**src/rtl/bounce_gen.sv**
```systemverilog
// bounce_gen: mechanical-switch bounce emulator.
// When level_in differs from sw_out, sw_out chatters for 2*BOUNCES+1 toggles
// spaced D cycles apart, then holds the new level for a 2^N-cycle settle
// window before returning to IDLE with a one-cycle done_tick.
// Optional feature macro: BOUNCE_GEN_RANDOM_EN (LFSR-driven hold durations).
module bounce_gen #(
  parameter int          N       = 2,
  parameter int          BOUNCES = 3,
  parameter int          HOLD_W  = 2,
  parameter logic [15:0] SEED    = 16'hACE1
) (
  input  logic clk,
  input  logic reset,
  input  logic level_in,
  output logic sw_out,
  output logic busy,
  output logic done_tick
);

  localparam int TOG_W = $clog2(2 * BOUNCES + 1);
  localparam logic [TOG_W-1:0] TOG_LOAD    = TOG_W'(2 * BOUNCES);
  localparam logic [TOG_W-1:0] TOG_LAST    = TOG_W'(1);
  localparam logic [N-1:0]     SETTLE_LOAD = {N{1'b1}};

  // Reject parameter sets the counters cannot represent.
  if (N < 1 || BOUNCES < 1 || HOLD_W < 1 || HOLD_W > 16 || SEED == 16'h0000) begin : g_param_check
    $error("bounce_gen: illegal parameter combination");
  end

  typedef enum logic [1:0] {
    IDLE   = 2'd0,
    BOUNCE = 2'd1,
    SETTLE = 2'd2
  } state_t;

  state_t            state_q,  state_d;
  logic              sw_q,     sw_d;
  logic              done_q,   done_d;
  logic [TOG_W-1:0]  tog_q,    tog_d;
  logic [HOLD_W-1:0] hold_q,   hold_d;
  logic [N-1:0]      settle_q, settle_d;
  logic [HOLD_W-1:0] hold_load;

`ifdef BOUNCE_GEN_RANDOM_EN
  logic [15:0] lfsr_q, lfsr_d;

  // Fibonacci LFSR x^16+x^14+x^13+x^11+1, free-running every cycle.
  always_comb begin
    lfsr_d = {lfsr_q[14:0], lfsr_q[15] ^ lfsr_q[13] ^ lfsr_q[12] ^ lfsr_q[10]};
  end

  // LFSR register; reset value makes the hold sequence reproducible.
  always_ff @(posedge clk or posedge reset) begin
    if (reset) begin
      lfsr_q <= SEED;
    end else begin
      lfsr_q <= lfsr_d;
    end
  end

  // Hold counter is loaded with D-1, so D = low bits + 1 spans 1..2^HOLD_W.
  assign hold_load = lfsr_q[HOLD_W-1:0];
`else
  // Fixed hold D = 2^(HOLD_W-1); counter is loaded with D-1.
  assign hold_load = HOLD_W'((1 << (HOLD_W - 1)) - 1);
`endif

  // Next-state and counter logic for the IDLE/BOUNCE/SETTLE sequencer.
  always_comb begin
    state_d  = state_q;
    sw_d     = sw_q;
    done_d   = 1'b0;
    tog_d    = tog_q;
    hold_d   = hold_q;
    settle_d = settle_q;
    case (state_q)
      IDLE: begin
        if (level_in != sw_q) begin
          // First toggle happens on the detecting edge itself.
          state_d = BOUNCE;
          sw_d    = ~sw_q;
          tog_d   = TOG_LOAD;
          hold_d  = hold_load;
        end
      end
      BOUNCE: begin
        if (hold_q != '0) begin
          hold_d = hold_q - 1'b1;
        end else if (tog_q != '0) begin
          sw_d   = ~sw_q;
          tog_d  = tog_q - 1'b1;
          hold_d = hold_load;
          if (tog_q == TOG_LAST) begin
            state_d  = SETTLE;
            settle_d = SETTLE_LOAD;
          end
        end else begin
          // Unreachable with legal loads; fall through to settle rather than stall.
          state_d  = SETTLE;
          settle_d = SETTLE_LOAD;
        end
      end
      SETTLE: begin
        if (settle_q == '0) begin
          state_d = IDLE;
          done_d  = 1'b1;
        end else begin
          settle_d = settle_q - 1'b1;
        end
      end
      default: begin
        state_d = IDLE;
      end
    endcase
  end

  // State, output and counter registers with asynchronous reset.
  always_ff @(posedge clk or posedge reset) begin
    if (reset) begin
      state_q  <= IDLE;
      sw_q     <= 1'b0;
      done_q   <= 1'b0;
      tog_q    <= '0;
      hold_q   <= '0;
      settle_q <= '0;
    end else begin
      state_q  <= state_d;
      sw_q     <= sw_d;
      done_q   <= done_d;
      tog_q    <= tog_d;
      hold_q   <= hold_d;
      settle_q <= settle_d;
    end
  end

  assign sw_out    = sw_q;
  assign done_tick = done_q;
  assign busy      = (state_q != IDLE);

endmodule

```
**config.mk**
```make
export PLATFORM = sky130hd
export DESIGN_NAME = bounce_gen
export DESIGN_NICKNAME = d
export VERILOG_FILES = /design/src/rtl/bounce_gen.sv
export SDC_FILE = /design/constraint.sdc
export NUM_CORES = 1
export LEC_CHECK = 0
export ABC_AREA = 1
export ABC_CLOCK_PERIOD_IN_PS = 1700
export CORE_AREA = 8 8 45 47
export CTS_CLUSTER_DIAMETER = 60
export DETAILED_ROUTE_END_ITERATION = 16
export DIE_AREA = 0 0 53 55
export PLACE_DENSITY_LB_ADDON = 0.25
export REMOVE_ABC_BUFFERS = 1
export SLEW_MARGIN = 20
export SYNTH_ARGS = -nofsm -noshare
export SYNTH_HDL_FRONTEND = slang
export SYNTH_SLANG_ARGS = --single-unit
```
**constraint.sdc**
```tcl
create_clock -name clk -period 1.7 [get_ports clk]
set_input_delay 0.34 -clock clk [delete_from_list [all_inputs] [get_ports clk]]
set_output_delay 0.34 -clock clk [all_outputs]
set_load 0.01 [all_outputs]
```
Word-level counts from Yosys, hierarchy flattened:

Index checks and enable logic that the tools add are counted.

* flip-flop bits (word level): 11
* word-level logic and storage cells: 56
* input port bits: 3
* output and inout port bits: 3

* eq/ne operators: 11
* bitwise operators: 1
* add/subtract/negate cells: 3
* reduce and logical (&&, ||, !) cells: 11
* multiplexer cells: 24

Operators with widths (count)
* $mux 2: 11
* $reduce_and 4->1: 3
* $ne 2x2->1 const B: 5
* $mux 3: 3
* $pmux 2 s2: 2
* $reduce_bool 2->1: 4
* $ne 3x3->1 const B: 2
* $pmux 2 s3: 1
* $pmux 3 s2: 1
* $mux 1: 5
* $logic_not 2->1: 2
* $sub 2x1->2 const B: 2
* $eq 3x1->1 const B: 1
* $reduce_and 3->1: 1
* $reduce_bool 3->1: 1
* $sub 3x1->3 const B: 1
* $eq 2x1->1 const B: 1
* $eq 2x2->1 const B: 1
* $pmux 1 s2: 1
* $ne 1x1->1: 1
* $not 1->1: 1

Longest topological paths before layout:

* depth in word-level cells: 5
* mapped depth: 8
* gate-level depth less buffers: 8

Worst setup path before layout:

No wires, ideal clock.

* kind: flip-flop to flip-flop
* start point: register tog_q[0]
* end point: register state_q[0]
* clock period less this slack: 1.195 ns
* buffers on the path: 0
* required time: 1.580 ns
* library setup time: 0.120 ns
* cell stages (with the launch flop): 9
* data arrival time: 1.074 ns
* path slack: 0.505 ns
* cell sequence: dfrtp_1 inv_1 ha_1 o21ai_0 nand2_1 nand2_1 nor2_1 nand2_1 nand2_1

* word-level cells in the longest chain between the ends: 4
* elaborated cells between the ends (all ways): 7
* those cells by class: eq/ne: 2; mux: 3; reduce/logical: 2

RTL lines
* from (decl): line 39 `logic [TOG_W-1:0] tog_q, tog_d;`
* from (signal assigned): line 130 `tog_q <= tog_d;`
* $reduce_bool 3->1: line 89 `end else if (tog_q != '0) begin`
* $mux 2: line 89
* $mux 2: line 87 `if (hold_q != '0) begin`
* $pmux 2 s3: line 76 `case (state_q)`
* to (signal assigned): line 127 `state_q <= state_d;`
* to (decl): line 36 `state_t state_q, state_d;`

Parallel ways exist; a longest one is shown, timed or not. The select of a mux whose other input is x is not followed.
A chain may end at the register's enable or synchronous reset.

Worst setup path after layout:

* start point: register sw_q, in the netlist sw_out
* end point: output sw_out

RTL lines
* from (decl): line 37 `logic sw_q, sw_d;`
* from (signal assigned): line 128 `sw_q <= sw_d;`
* to (decl): line 15 `output logic sw_out,`

No word-level cell between the ends.

==> impl_results.md <==
* Result of the run: finished clean
* WHS at 0.359 ns
* IO Port Bufs at 5
* Total GRT Usage at 10.5%
* Cell variety after synth at 18
* Later-pin clock latency in the skew report at 0.27 ns
* Hold Vio Cnt, Final at 0
* Via count at roughly 530
* Flops & latches, synth at 11
* CP top delay family: buffers and inverters
* Slew HR at between 70% and 80%
* Vias in the first global route at roughly 540
* Dpl hpwl at 940 µm
* Critical Path RT at around 1.4 ns
* Peak VDD IR at approximately 0.85 mV
* RSZ-0062 raised after global routing: no
* Leakage at 0.437 nW
* Die height at between 50 and 60 µm
* Worst min path class: primary input to asynchronous set/reset pin
* Cell Pwr Density at 1950 nW/µm²
* Antenna diodes at 0
* Via density at approximately 4.8
* Cts-stage hold buffer count at 0
* # DRC at 0
* Setup crit start kind: flip-flop
* H-tree levels at 1
* Worst Setup SP: sw_out$_DFFE_PP0P_
* Register area share after synthesis at 41.9%
* Gpl congestion at 0.756
* Setup violations, final at 0
* CP Buf/Inv Count at 1
* Io pins at 6
* Slowest cell delay on critical path at between 0.5 and 0.6 ns
* CTS tree: yes
* Worst-path maximum fanout at 4
* Die X at 53 µm
* Critical Path, Cell by Cell: clkdlybuf4s50_1
* Total Power at 1.52 mW
* Clk root buf: clkbuf_4
* Initial antenna violation count at 0
* Synth Cell Area at 657 µm²
* CTS Buf Count at 3
* Rows at 14
* Clock Path Buffers at 2
* WP data arrival at ~1.2 ns
* Largest net degree at the start of global routing at 12
* Critical Path End Type: output pin
* Syn. warnings at 0
* Worst Max-Slew Pin Slew at 0.439 ns
* Grt total ovfl at 0
* CP Class: flip-flop to output pin
* Final max-slew violation count at 0
* WL/cell at 11.3 µm
* Fmax at 649 MHz
* CTS clk-pin slew, worst paths at 0.08 ns
* DRT Wirelength at ~1.3 mm
* Drt pass-1 iters at 4
* Most frequent cells in the layout: nand2_1 (27), inv_1 (14), dfrtp_1 (9)
* Core ar. at 1380 µm²
* Non-filler cells, final at 111
* Routed Antenna Nets at 0
* Setup TNS at 0 ns
* Max_cap viols at 0
* Instance count on the critical path at 1
* Area Growth Syn to Fin at 18.5%
* First-pass GRT wire length at 2.29 mm
* Synthesized area per cell at between 7 and 8 µm²
* DRT iter0 DRCs at 11
* Commonest non-fill, non-tap cell in the layout: nand2_1
* Clk sinks at 11
* Cells after Synth at 84
* Final Critical Period at 1.54 ns
* Nets at 103
* Reg-to-reg startpoint: tog_q[0]$_DFFE_PP0P_
* Slowest CP cell: clkdlybuf4s50_1
* Clk_skew at 0.00524 ns
* Layout cells sized above 1 at 22.1%
* FF-to-FF path depth at 8
* Placed instance count at approximately 110
* Crit share post-route at 90.6%
* DIE AREA at 2920 µm²
* Final design utilization at 56.2%
* Starting density of the core at approximately 47%
==> logic make-up after synthesis <==
| group | Yosys count | share of synthesized area (%) |
|---|---|---|
| adder cells (fa/ha/maj) | 4 | 7.62 |
| flip-flops | 11 | 41.9 |
| AO/OA/AOI/OAI | 8 | 7.81 |
| buffers and inverters | 16 | 9.14 |
| AND/OR/NAND/NOR | 45 | 33.5 |
==> where the power goes <==
part	internal, mW	total [mW]	leakage, nW	switching (mW)
clock network	0.0909	0.185	0.0150	0.0941
registers	0.373	0.450	0.131	0.0773
logic	0.338	0.884	0.292	0.545
total	0.802	1.52	0.437	0.717
==> cell usage after synthesis, drive strengths merged <==
cell	number	area (µm²)
nand3	6	40.0
o21ai	6	37.5
a21oi	2	13.8
ha	4	50.1
nor3	1	5.00
inv	16	60.1
nor2	7	43.8
dfrtp	11	275
nand2	31	131
==> through the flow <==
stage,setup WS [ns],area (µm²)
global route,0.115,778
detailed placement,0.222,727
CTS,0.0109,776
finish,0.159,778
global placement,0.233,727
floorplan,0.505,657
==> cell type report <==
type                    instances  area, µm²
fillers                       134        606
multi-input cells              57        327
flip-flops and latches         11        278
repair buffers                  7       67.6
inverters                      16       60.1
clock buffers                   4       26.3
well taps                      16       20.0
==> registers in the layout (all words and copies together) (netlist names) <==
name       cells
tog_q          3
hold_q         2
settle_q       2
state_q        2
done_tick      1
sw_out         1
==> worst paths after layout <==
| kind | end | slack [ns] |
|---|---|---|
| worst min register to register | tog_q[2]$_DFFE_PP0P_ | 0.49 |
| max in group asynchronous | state_q[1]$_DFFE_PP0P_ | 1.01 |
| min in group clk | tog_q[2]$_DFFE_PP0P_ | 0.49 |
| worst min-delay path | done_tick$_DFF_PP0_ | 0.36 |
| worst max register to register | state_q[0]$_DFFE_PP0P_ | 0.31 |
| worst max-delay path | sw_out | 0.16 |
==> metal layers <==
metal / vias up / wire (µm) / global-route usage [%]
li1: 276 / - / -
met1: 240 / 593 / 12.9
met2: 7 / 597 / 16.8
met3: 5 / 45 / 3.21
met4: 0 / 21 / 3.88
met5: - / 0 / 0
==> repair_timing <==
item / 4_1_cts / 5_1_grt
setup endpoints to repair: 1 / 1
resized for setup: 3 / 1
setup buffers: 2 / 0
pin swaps: 1 / 0
hold endpoints to repair: 0 / 0
No activity file was read; power rests on OpenSTA's default activity.
